$ cat src/rtl/pipe_hazard_fwd_unit_if.sv
// ID-stage request, EX-stage operand and status bundle for pipe_hazard_fwd_unit.
// The pipeline control drives the master side; the hazard unit is the slave.
interface pipe_hazard_fwd_unit_if #(
  parameter int DATA_W = 16,
  parameter int NLANES = 2,
  parameter int REG_AW = 3,
  parameter int CNT_W  = 16
);
  logic                  id_valid;
  logic [REG_AW-1:0]     id_rs1;
  logic [REG_AW-1:0]     id_rs2;
  logic                  id_use1;
  logic                  id_use2;
  logic [NLANES-1:0]     id_lanes;
  logic [REG_AW-1:0]     id_rd;
  logic                  id_we;
  logic                  id_load;
  logic                  id_eop;
  logic                  flush;
  logic [DATA_W-1:0]     ex_rf1;
  logic [DATA_W-1:0]     ex_rf2;
  logic [DATA_W-1:0]     mem_data;
  logic [DATA_W-1:0]     wb_data;

  logic                  stall;
  logic                  ex_valid;
  logic [DATA_W-1:0]     ex_op1;
  logic [DATA_W-1:0]     ex_op2;
  logic [2*NLANES-1:0]   fwd1_sel;
  logic [2*NLANES-1:0]   fwd2_sel;
  logic                  halted;
  logic [CNT_W-1:0]      stall_cnt;
  logic [CNT_W-1:0]      fwd_cnt;

  modport master (
    output id_valid, id_rs1, id_rs2, id_use1, id_use2, id_lanes, id_rd,
           id_we, id_load, id_eop, flush, ex_rf1, ex_rf2, mem_data, wb_data,
    input  stall, ex_valid, ex_op1, ex_op2, fwd1_sel, fwd2_sel, halted,
           stall_cnt, fwd_cnt
  );

  modport slave (
    input  id_valid, id_rs1, id_rs2, id_use1, id_use2, id_lanes, id_rd,
           id_we, id_load, id_eop, flush, ex_rf1, ex_rf2, mem_data, wb_data,
    output stall, ex_valid, ex_op1, ex_op2, fwd1_sel, fwd2_sel, halted,
           stall_cnt, fwd_cnt
  );
endinterface

$ cat src/rtl/pipe_hazard_fwd_unit.sv
// Load-use stall, jump flush, end-of-program halt and per-lane EX operand forwarding
// for a 5-stage pipeline. Define HAZ_STATS_EN to add saturating stall/forward counters.
module pipe_hazard_fwd_unit #(
  parameter int DATA_W = 16,
  parameter int NLANES = 2,
  parameter int REG_AW = 3,
  parameter int CNT_W  = 16
) (
  input logic                    clk,
  input logic                    rst,
  pipe_hazard_fwd_unit_if.slave  bus
);

  localparam int LW = DATA_W / NLANES;

  typedef enum logic [1:0] {
    SEL_RF  = 2'd0,
    SEL_MEM = 2'd1,
    SEL_WB  = 2'd2
  } fwd_sel_e;

  // EX keeps the source fields; later stages only need what a consumer matches against.
  typedef struct packed {
    logic              valid;
    logic [REG_AW-1:0] rd;
    logic              we;
    logic              load;
    logic [NLANES-1:0] lanes;
    logic              use1;
    logic              use2;
    logic [REG_AW-1:0] rs1;
    logic [REG_AW-1:0] rs2;
  } ex_slot_t;

  typedef struct packed {
    logic              valid;
    logic [REG_AW-1:0] rd;
    logic              we;
    logic [NLANES-1:0] lanes;
  } dst_slot_t;

  ex_slot_t  ex_q,  ex_d;
  dst_slot_t mem_q, mem_d;
  dst_slot_t wb_q,  wb_d;
  logic      mem_load_q, mem_load_d;
  logic      halted_q, halted_d;

  logic                load_use;
  logic                stall;
  logic [2*NLANES-1:0] fwd1_sel;
  logic [2*NLANES-1:0] fwd2_sel;
  logic [DATA_W-1:0]   ex_op1;
  logic [DATA_W-1:0]   ex_op2;
  logic                any_fwd;

  function automatic logic [LW-1:0] lane_mux(input logic [1:0]    sel,
                                             input logic [LW-1:0] rf,
                                             input logic [LW-1:0] mem,
                                             input logic [LW-1:0] wb);
    case (fwd_sel_e'(sel))
      SEL_MEM: lane_mux = mem;
      SEL_WB:  lane_mux = wb;
      default: lane_mux = rf;
    endcase
  endfunction

  // Hazard detection and slot advance
  always_comb begin
    // NOTE: every always_comb output gets a default first so no path leaves it unassigned (no latch).
    load_use = 1'b0;
    stall    = 1'b0;
    ex_d     = '0;
    halted_d = halted_q;

    load_use = bus.id_valid && ex_q.valid && ex_q.load && ex_q.we &&
               (|(bus.id_lanes & ex_q.lanes)) &&
               ((bus.id_use1 && (bus.id_rs1 == ex_q.rd)) ||
                (bus.id_use2 && (bus.id_rs2 == ex_q.rd)));

    // Once halted the front end is frozen regardless of flush.
    stall = halted_q || (!bus.flush && load_use);

    if (bus.id_valid && !stall && !bus.flush && !halted_q) begin
      ex_d.valid = 1'b1;
      ex_d.rd    = bus.id_rd;
      ex_d.we    = bus.id_we;
      ex_d.load  = bus.id_load;
      ex_d.lanes = bus.id_lanes;
      ex_d.use1  = bus.id_use1;
      ex_d.use2  = bus.id_use2;
      ex_d.rs1   = bus.id_rs1;
      ex_d.rs2   = bus.id_rs2;
    end

    if (bus.id_eop && bus.id_valid && !bus.flush && !stall) begin
      halted_d = 1'b1;
    end

    mem_d.valid = ex_q.valid;
    mem_d.rd    = ex_q.rd;
    mem_d.we    = ex_q.we;
    mem_d.lanes = ex_q.lanes;
    mem_load_d  = ex_q.load;
    wb_d        = mem_q;
  end

  // Per-lane operand selection; the youngest producer (MEM) wins over WB.
  always_comb begin
    fwd1_sel = '0;
    fwd2_sel = '0;
    ex_op1   = '0;
    ex_op2   = '0;

    for (int l = 0; l < NLANES; l++) begin
      if (ex_q.valid && ex_q.use1 && ex_q.lanes[l]) begin
        if (mem_q.valid && mem_q.we && !mem_load_q && mem_q.lanes[l] && (mem_q.rd == ex_q.rs1)) begin
          fwd1_sel[2*l +: 2] = SEL_MEM;
        end else if (wb_q.valid && wb_q.we && wb_q.lanes[l] && (wb_q.rd == ex_q.rs1)) begin
          fwd1_sel[2*l +: 2] = SEL_WB;
        end
      end

      if (ex_q.valid && ex_q.use2 && ex_q.lanes[l]) begin
        if (mem_q.valid && mem_q.we && !mem_load_q && mem_q.lanes[l] && (mem_q.rd == ex_q.rs2)) begin
          fwd2_sel[2*l +: 2] = SEL_MEM;
        end else if (wb_q.valid && wb_q.we && wb_q.lanes[l] && (wb_q.rd == ex_q.rs2)) begin
          fwd2_sel[2*l +: 2] = SEL_WB;
        end
      end

      if (ex_q.valid && ex_q.lanes[l]) begin
        ex_op1[l*LW +: LW] = lane_mux(fwd1_sel[2*l +: 2], bus.ex_rf1[l*LW +: LW],
                                      bus.mem_data[l*LW +: LW], bus.wb_data[l*LW +: LW]);
        ex_op2[l*LW +: LW] = lane_mux(fwd2_sel[2*l +: 2], bus.ex_rf2[l*LW +: LW],
                                      bus.mem_data[l*LW +: LW], bus.wb_data[l*LW +: LW]);
      end
    end

    any_fwd = |{fwd1_sel, fwd2_sel};
  end

  always_ff @(posedge clk) begin
    // NOTE: sequential state uses non-blocking assignments so every flop samples pre-edge values.
    if (rst) begin
      ex_q       <= '0;
      mem_q      <= '0;
      wb_q       <= '0;
      mem_load_q <= 1'b0;
      halted_q   <= 1'b0;
    end else begin
      ex_q       <= ex_d;
      mem_q      <= mem_d;
      wb_q       <= wb_d;
      mem_load_q <= mem_load_d;
      halted_q   <= halted_d;
    end
  end

  assign bus.stall    = stall;
  assign bus.ex_valid = ex_q.valid;
  assign bus.ex_op1   = ex_op1;
  assign bus.ex_op2   = ex_op2;
  assign bus.fwd1_sel = fwd1_sel;
  assign bus.fwd2_sel = fwd2_sel;
  assign bus.halted   = halted_q;

`ifdef HAZ_STATS_EN
  logic [CNT_W-1:0] stall_cnt_q, stall_cnt_d;
  logic [CNT_W-1:0] fwd_cnt_q,   fwd_cnt_d;

  // Drain stalls after halt are not hazards and are left out of the count.
  always_comb begin
    stall_cnt_d = stall_cnt_q;
    fwd_cnt_d   = fwd_cnt_q;
    if (stall && !halted_q && (stall_cnt_q != '1)) begin
      stall_cnt_d = stall_cnt_q + CNT_W'(1);
    end
    if (any_fwd && (fwd_cnt_q != '1)) begin
      fwd_cnt_d = fwd_cnt_q + CNT_W'(1);
    end
  end

  always_ff @(posedge clk) begin
    if (rst) begin
      stall_cnt_q <= '0;
      fwd_cnt_q   <= '0;
    end else begin
      stall_cnt_q <= stall_cnt_d;
      fwd_cnt_q   <= fwd_cnt_d;
    end
  end

  assign bus.stall_cnt = stall_cnt_q;
  assign bus.fwd_cnt   = fwd_cnt_q;
`else
  assign bus.stall_cnt = '0;
  assign bus.fwd_cnt   = '0;
`endif

endmodule

$ cat src/flat_wrapper.sv
// flat-port wrapper written by rule: the top's interface ports become plain ports
module pipe_hazard_fwd_unit_flat 
#(
  parameter int DATA_W = 16,
  parameter int NLANES = 2,
  parameter int REG_AW = 3,
  parameter int CNT_W  = 16
)
  (clk, rst, bus_id_valid, bus_id_rs1, bus_id_rs2, bus_id_use1, bus_id_use2, bus_id_lanes, bus_id_rd, bus_id_we, bus_id_load, bus_id_eop, bus_flush, bus_ex_rf1, bus_ex_rf2, bus_mem_data, bus_wb_data, bus_stall, bus_ex_valid, bus_ex_op1, bus_ex_op2, bus_fwd1_sel, bus_fwd2_sel, bus_halted, bus_stall_cnt, bus_fwd_cnt);
  pipe_hazard_fwd_unit_if #(.DATA_W(DATA_W), .NLANES(NLANES), .REG_AW(REG_AW), .CNT_W(CNT_W)) bus_i ();
  input logic clk;
  input logic rst;
  input wire logic [$bits(bus_i.id_valid)-1:0] bus_id_valid;
  input wire logic [$bits(bus_i.id_rs1)-1:0] bus_id_rs1;
  input wire logic [$bits(bus_i.id_rs2)-1:0] bus_id_rs2;
  input wire logic [$bits(bus_i.id_use1)-1:0] bus_id_use1;
  input wire logic [$bits(bus_i.id_use2)-1:0] bus_id_use2;
  input wire logic [$bits(bus_i.id_lanes)-1:0] bus_id_lanes;
  input wire logic [$bits(bus_i.id_rd)-1:0] bus_id_rd;
  input wire logic [$bits(bus_i.id_we)-1:0] bus_id_we;
  input wire logic [$bits(bus_i.id_load)-1:0] bus_id_load;
  input wire logic [$bits(bus_i.id_eop)-1:0] bus_id_eop;
  input wire logic [$bits(bus_i.flush)-1:0] bus_flush;
  input wire logic [$bits(bus_i.ex_rf1)-1:0] bus_ex_rf1;
  input wire logic [$bits(bus_i.ex_rf2)-1:0] bus_ex_rf2;
  input wire logic [$bits(bus_i.mem_data)-1:0] bus_mem_data;
  input wire logic [$bits(bus_i.wb_data)-1:0] bus_wb_data;
  output wire logic [$bits(bus_i.stall)-1:0] bus_stall;
  output wire logic [$bits(bus_i.ex_valid)-1:0] bus_ex_valid;
  output wire logic [$bits(bus_i.ex_op1)-1:0] bus_ex_op1;
  output wire logic [$bits(bus_i.ex_op2)-1:0] bus_ex_op2;
  output wire logic [$bits(bus_i.fwd1_sel)-1:0] bus_fwd1_sel;
  output wire logic [$bits(bus_i.fwd2_sel)-1:0] bus_fwd2_sel;
  output wire logic [$bits(bus_i.halted)-1:0] bus_halted;
  output wire logic [$bits(bus_i.stall_cnt)-1:0] bus_stall_cnt;
  output wire logic [$bits(bus_i.fwd_cnt)-1:0] bus_fwd_cnt;
  assign bus_i.id_valid = bus_id_valid;
  assign bus_i.id_rs1 = bus_id_rs1;
  assign bus_i.id_rs2 = bus_id_rs2;
  assign bus_i.id_use1 = bus_id_use1;
  assign bus_i.id_use2 = bus_id_use2;
  assign bus_i.id_lanes = bus_id_lanes;
  assign bus_i.id_rd = bus_id_rd;
  assign bus_i.id_we = bus_id_we;
  assign bus_i.id_load = bus_id_load;
  assign bus_i.id_eop = bus_id_eop;
  assign bus_i.flush = bus_flush;
  assign bus_i.ex_rf1 = bus_ex_rf1;
  assign bus_i.ex_rf2 = bus_ex_rf2;
  assign bus_i.mem_data = bus_mem_data;
  assign bus_i.wb_data = bus_wb_data;
  assign bus_stall = bus_i.stall;
  assign bus_ex_valid = bus_i.ex_valid;
  assign bus_ex_op1 = bus_i.ex_op1;
  assign bus_ex_op2 = bus_i.ex_op2;
  assign bus_fwd1_sel = bus_i.fwd1_sel;
  assign bus_fwd2_sel = bus_i.fwd2_sel;
  assign bus_halted = bus_i.halted;
  assign bus_stall_cnt = bus_i.stall_cnt;
  assign bus_fwd_cnt = bus_i.fwd_cnt;
  pipe_hazard_fwd_unit #(.DATA_W(DATA_W), .NLANES(NLANES), .REG_AW(REG_AW), .CNT_W(CNT_W)) u_core (.clk(clk), .rst(rst), .bus(bus_i));
endmodule
$ cat config.mk
export PLATFORM = sky130hd
export DESIGN_NAME = pipe_hazard_fwd_unit_flat
export DESIGN_NICKNAME = d
export VERILOG_FILES = /design/src/rtl/pipe_hazard_fwd_unit_if.sv /design/src/rtl/pipe_hazard_fwd_unit.sv /design/src/flat_wrapper.sv
export SDC_FILE = /design/constraint.sdc
export NUM_CORES = 1
export LEC_CHECK = 0
export BUFFER_PORTS_ARGS = -buffer_cell sky130_fd_sc_hd__buf_2
export CAP_MARGIN = 20
export CELL_PAD_IN_SITES_DETAIL_PLACEMENT = 1
export CELL_PAD_IN_SITES_GLOBAL_PLACEMENT = 1
export CORE_MARGIN = 2
export CORE_UTILIZATION = 31
export CTS_BUF_LIST = sky130_fd_sc_hd__clkbuf_2
export CTS_CLUSTER_SIZE = 40
export DETAILED_ROUTE_END_ITERATION = 10
export GPL_TIMING_DRIVEN = 0
export PLACE_DENSITY_LB_ADDON = 0.1
export SYNTH_ARGS = -nofsm -noshare
export SYNTH_HDL_FRONTEND = slang
export SYNTH_SLANG_ARGS = --single-unit
$ cat constraint.sdc
create_clock -name clk -period 3.3 [get_ports clk]
set_input_delay 0.165 -clock clk [delete_from_list [all_inputs] [get_ports clk]]
set_output_delay 0.165 -clock clk [all_outputs]
set_load 0.005 [all_outputs]
## Yosys cells after proc, flatten, opt, wreduce, memory -nomap -nowiden

Index checks and enable logic that the tools add are counted.

- Flip-flop bits (word level): 32
- Input bits: 84
- Logic and storage cells: 101

- Equal/unequal tests: 14
- Mux-type cells: 21
- Bitwise logic cells: 2
- Reduce and logical (&&, ||, !) cells: 45

Operators by type and width:

| kind | number |
|---|---|
| $pmux 8 s2 | 4 |
| $logic_and 1x1->1 | 37 |
| $mux 8 | 4 |
| $mux 2 | 12 |
| $eq 3x3->1 | 6 |
| $mux 16 | 1 |
| $eq 2x1->1 const B | 4 |
| $eq 2x2->1 const B | 4 |
| $logic_not 1->1 | 4 |
| $reduce_or 2->1 | 2 |
| $and 2x2->2 | 1 |
| $logic_or 1x1->1 | 2 |
| $not 1->1 | 1 |

## Longest topological paths before layout

- Depth in word-level cells: 13
- Mapped depth: 10
- Depth with buffers taken out: 9

## Worst setup path before layout

No wires, ideal clock.

- Path type: register -> output
- Start: register u_core.mem_q[4] (netlist bit)
- End: output bus_ex_op2[6]
- Arrival: 2.024 ns
- Required time: 3.135 ns
- Slack: 1.111 ns
- Cell stages (with the launch flop): 11
- Path buffers: 2
- Path through: dfxtp_1 xnor2_1 nand3_1 nor3_1 inv_1 ha_1 clkbuf_1 clkbuf_1 nor2_1 a21oi_1 nor2_1

- Word-level cells in the longest chain between the ends: 7
- Elaborated cells between the ends (all ways): 8
- Those cells by class: 3 x eq/ne; 4 x mux; 1 x reduce/logical

Ends and longest elaborated chain:

| element | line | source |
|---|---|---|
| start: declaration | pipe_hazard_fwd_unit.sv:43 | `dst_slot_t mem_q, mem_d;` |
| start signal: assignment | pipe_hazard_fwd_unit.sv:152 | `mem_q <= mem_d;` |
| $eq 3x3->1 (*) | pipe_hazard_fwd_unit.sv:124 | `if (mem_q.valid && mem_q.we && !mem_load_q && mem_q.lanes[l] && (mem_q.rd == ex_q.rs2)) begin` |
| $logic_and 1x1->1 (*) | pipe_hazard_fwd_unit.sv:124 |  |
| $mux 2 (*) | pipe_hazard_fwd_unit.sv:124 |  |
| $mux 2 (*) | pipe_hazard_fwd_unit.sv:123 | `if (ex_q.valid && ex_q.use2 && ex_q.lanes[l]) begin` |
| via bus_fwd2_sel[0] | flat_wrapper.sv:33 | `output wire logic [$bits(bus_i.fwd2_sel)-1:0] bus_fwd2_sel;` |
| $eq 2x2->1 / $eq 2x1->1 (equally long branches) | pipe_hazard_fwd_unit.sv:60 | `case (fwd_sel_e'(sel))` |
| $pmux 8 s2 (*) | pipe_hazard_fwd_unit.sv:60 |  |
| $mux 8 (*) | pipe_hazard_fwd_unit.sv:131 | `if (ex_q.valid && ex_q.lanes[l]) begin` |
| end: declaration | flat_wrapper.sv:31 | `output wire logic [$bits(bus_i.ex_op2)-1:0] bus_ex_op2;` |

Mark *: on every way through the listed nets, which the timed path passes. The rest lies on a longest branch.

## Final worst setup path

- Start: register u_core.mem_q[3] (netlist bit)
- End: output bus_ex_op1[6]

- Word-level cells in the longest chain between the ends: 7
- Elaborated cells between the ends (all ways): 8
- Those cells by class: 3 x eq/ne; 4 x mux; 1 x reduce/logical

Ends and longest elaborated chain:

| element | line | source |
|---|---|---|
| $eq 3x3->1 (*) | pipe_hazard_fwd_unit.sv:116 | `if (mem_q.valid && mem_q.we && !mem_load_q && mem_q.lanes[l] && (mem_q.rd == ex_q.rs1)) begin` |
| $logic_and 1x1->1 (*) | pipe_hazard_fwd_unit.sv:116 |  |
| $mux 2 (*) | pipe_hazard_fwd_unit.sv:116 |  |
| $mux 2 (*) | pipe_hazard_fwd_unit.sv:115 | `if (ex_q.valid && ex_q.use1 && ex_q.lanes[l]) begin` |
| $eq 2x2->1 / $eq 2x1->1 (equally long branches) | pipe_hazard_fwd_unit.sv:60 |  |
| $pmux 8 s2 (*) | pipe_hazard_fwd_unit.sv:60 |  |
| $mux 8 (*) | pipe_hazard_fwd_unit.sv:131 |  |
| end: declaration | flat_wrapper.sv:30 | `output wire logic [$bits(bus_i.ex_op1)-1:0] bus_ex_op1;` |

Every way passes the cells marked *; elsewhere a longest branch is shown, timed or not.

==> flow_metrics.py <==
metrics = {
    "status": {
        "outcome": "completed",
    },
    "cts": {
        "cts-buffers-inserted": 5,
        "clk_pin_slew_worst_paths_ns": 0.15,
        "worstSkewPairLatency_ns": 0.36,
        "htree_levels": 2,
        "clock_path_buffers": 2,
        "cts_tree": "done",
        "clock_tree.root_cell": "clkbuf_2",
        "clkSinkCount": 32,
    },
    "global_route": {
        "grt_pass1_vias": 2701,
        "grt_start_max_net_pins": 11,
        "grt_pass1_wl_mm": 12.5,
        "track_usage_pct": 18.0,
        "grt_antenna_before_repair": 0,
        "grt_remaining_overflow": 0,
    },
    "floorplan": {
        "die_area_mm2": 0.00842,
        "die_y_um": 91.8,
        "row_count": 31,
        "die_w_um": 91.8,
        "ios": 159,
        "start_util_pct": 32.4,
        "core-area_mm2": 0.00737,
    },
    "yosys": {
        "synth_top_family_by_area": "simple AND/OR/NAND/NOR gates",
        "synth_simple_gate_area_share_pct": 29.5,
        "synth_cell_types": 28,
        "synth-xor-area-share_pct": 6.60,
        "yosys.area.top_type_share_pct": 26.8,
        "syn_area_mm2": 0.00239,
        "ys_seq_area_share_pct": 26.8,
        "synth_seq_cells": 32,
        "syn_inst": 337,
        "muxShareOfSynthArea_pct": 0,
        "syn-mean-instance-area_um2": 7.08,
        "yosysTopAreaCell": "dfxtp_1",
        "yosysWarnings": 0,
        "synth_fa_ha_area_share_pct": 4.19,
        "synth_compound_area_share_pct": 18.1,
        "synth.area.top_cells": "dfxtp_1 27%, nor2_1 11%, a22oi_1 10%",
    },
    "critical_path": {
        "crit_arrival_ns": 2.87,
        "r2r_cells": 5,
        "r2r-start": "u_core.bus.ex_valid",
        "critical_path_class": "flop to output pin",
        "r2r-end": "u_core.ex_q[7]",
        "required_ns": 3.13,
        "rrSetupSlack_ns": 1.71,
        "critPathCaptureType": "output pin",
        "start_kind": "flop",
        "path_max_fanout": 10,
    },
    "timing": {
        "clock_skew_ns": 0.0107,
        "drv_slew": 0,
        "setup_violations": 0,
        "relSlewSlack_pct": 65.8,
        "max_freq_mhz": 330,
        "fin_crit_sh_pct": 91.8,
        "period_needed_ns": 3.03,
        "setup-tns-final_ns": 0,
        "finalHoldViolCount": 0,
        "rsz0062_at_grt": "false",
        "worst_pin_slew_ns": 0.509,
    },
    "placed_design": {
        "placed_cell_area_mm2": 0.00326,
        "io_buffers": 126,
        "place_congestion": 0.858,
        "place_hpwl_mm": 6.68,
    },
    "detailed_routing": {
        "drt-total-wl_mm": 7.91,
        "wl_per_cell_um": 13.0,
        "num_vias": 2754,
        "drt-pass1-iter-count": 4,
        "drtAntennaViolNets": 0,
        "route.detailed.drc": 0,
        "via_per_inst": 4.54,
        "drt_iter0_drc": 70,
    },
    "layout": {
        "final_area_mm2": 0.00335,
        "drive_above_1_share_pct": 33.9,
        "nNetsFinal": 599,
        "post-route-util_pct": 45.5,
        "syn_to_final_growth_pct": 40.5,
        "antenna_cells": 0,
    },
    "min_path": {
        "hold_path_end": "u_core.bus.halted",
        "holdCritPathClass": "input pin to flop",
        "hold_depth": 3,
        "hold_start": "bus_id_eop",
    },
    "run": {
        "drv_cap": 0,
    },
    "power": {
        "ir_worst_vdd_mv": 0.178,
        "leakage_nw": 1.54,
        "p_per_area_mw_per_mm2": 216,
    },
}
[cells in the final DEF (no fill, tap or decap), types with 2 or more instances in the layout]
cell type,count
nor3_1,19
a22oi_1,33
nor4_1,5
clkinv_1,2
buf_4,32
nand2b_1,2
clkbuf_1,17
xnor2_1,18
inv_1,4
nand2_1,24
a21oi_1,32
dlygate4sd3_1,6
clkbuf_2,8
nand3_1,6
nand4_1,2
nor2b_1,15
and2_1,2
conb_1,32
dfxtp_1,32
ha_1,8
buf_2,127
nor2_1,69
or4_1,4
[state kept, by name (all words and copies together) (netlist names)]
register             count
u_core.bus.halted        1
u_core.wb_q              7
u_core.mem_load_q        1
u_core.mem_q             7
u_core.bus.ex_valid      1
u_core.mem_load_d        1
u_core.ex_q             14
[worst max-delay path by stage]
stage	end	from
6_report	bus_ex_op1[6]	u_core.mem_q[3]
5_1_grt	bus_ex_op1[6]	u_core.bus.ex_valid
4_1_cts	bus_ex_op1[13]	u_core.mem_q[3]
3_5_place_dp	bus_ex_op1[13]	u_core.mem_q[3]
3_3_place_gp	bus_ex_op1[13]	u_core.mem_q[5]
2_1_floorplan	bus_ex_op2[6]	u_core.mem_q[4]
[stage by stage]
stage | std cells | power (mW) | hold WS [ns] | setup slack, ns
finish | 606 | 0.725 | 0.0273 | 0.269
global route | 606 | 0.764 | 0.0217 | 0.000333
CTS | 606 | 0.732 | 0.00542 | 0.167
detailed placement | 593 | 0.562 | 0.392 | 0.603
global placement | 593 | 0.558 | 0.387 | 0.630
floorplan | 368 | 0.489 | 0.237 | 1.11
[timing repair]
action | 4_1_cts | 5_1_grt
hold endpoints to repair | 6 | 0
endpoints found under the setup margin | 0 | 15
buffers inserted | 0 | 0
hold buffers | 6 | 0
resized for setup | 0 | 6
[per-layer routing]
metal	global-route usage, %	vias up	share of wire, %
met4	4.60	0	1.4
met1	21.7	1225	43
met2	32.5	98	49
li1	-	1421	-
met5	0	-	0
met3	3.37	10	6.4
[cell type report]
class	count	area, um^2
Sequential cell	32	641
Tap cell	99	124
Fill cell	1011	4020
Timing Repair Buffer	132	691
Clock inverter	2	7.51
Clock buffer	5	25.0
Multi-Input combinational cell	277	1510
Buffer	55	339
Inverter	4	15.0
[logic make-up (layout without fill, tap and decap cells)]
kind of cell / count (synthesis) / count (layout)
AO/OA/AOI/OAI: 67 / 67
XOR/XNOR: 18 / 18
adder cells (fa/ha/maj): 8 / 8
buffers and inverters: 59 / 198
flip-flops: 32 / 32
other: 1 / 32
AND/OR/NAND/NOR: 152 / 152
[critical path: stages, from the launching register on]
cell and delay (ns):
dfxtp_1 0.37, xnor2_1 0.22, nand3_2 0.14, nor3_1 0.40, inv_1 0.09, ha_1 0.28, clkbuf_1 0.23, clkbuf_1 0.37
nor2_1 0.09, a21oi_1 0.13, nor2_1 0.05, buf_2 0.14
[power breakdown]
group | leakage (nW) | internal, mW | switching, mW
sequential | 0.260 | 0.395 | 0.00673
clock | 0.0239 | 0.0436 | 0.122
combinational | 1.26 | 0.0893 | 0.0689
total | 1.54 | 0.528 | 0.197
[synth_stat cells, drive strengths merged]
cell and instances:
and2 2, and3b 1, a22oi 33, or4 4
or2 1, conb 1, nor3 19, nor2b 15
xnor2 18, nor4 5, clkbuf 20, nand2b 2
or3 1, nand2 24, dfxtp 32, inv 4
nand3 7, nor2 69, o31ai 1, ha 8
nand4 2, a21oi 33, buf 35
(Power assumes the default switching activity.)
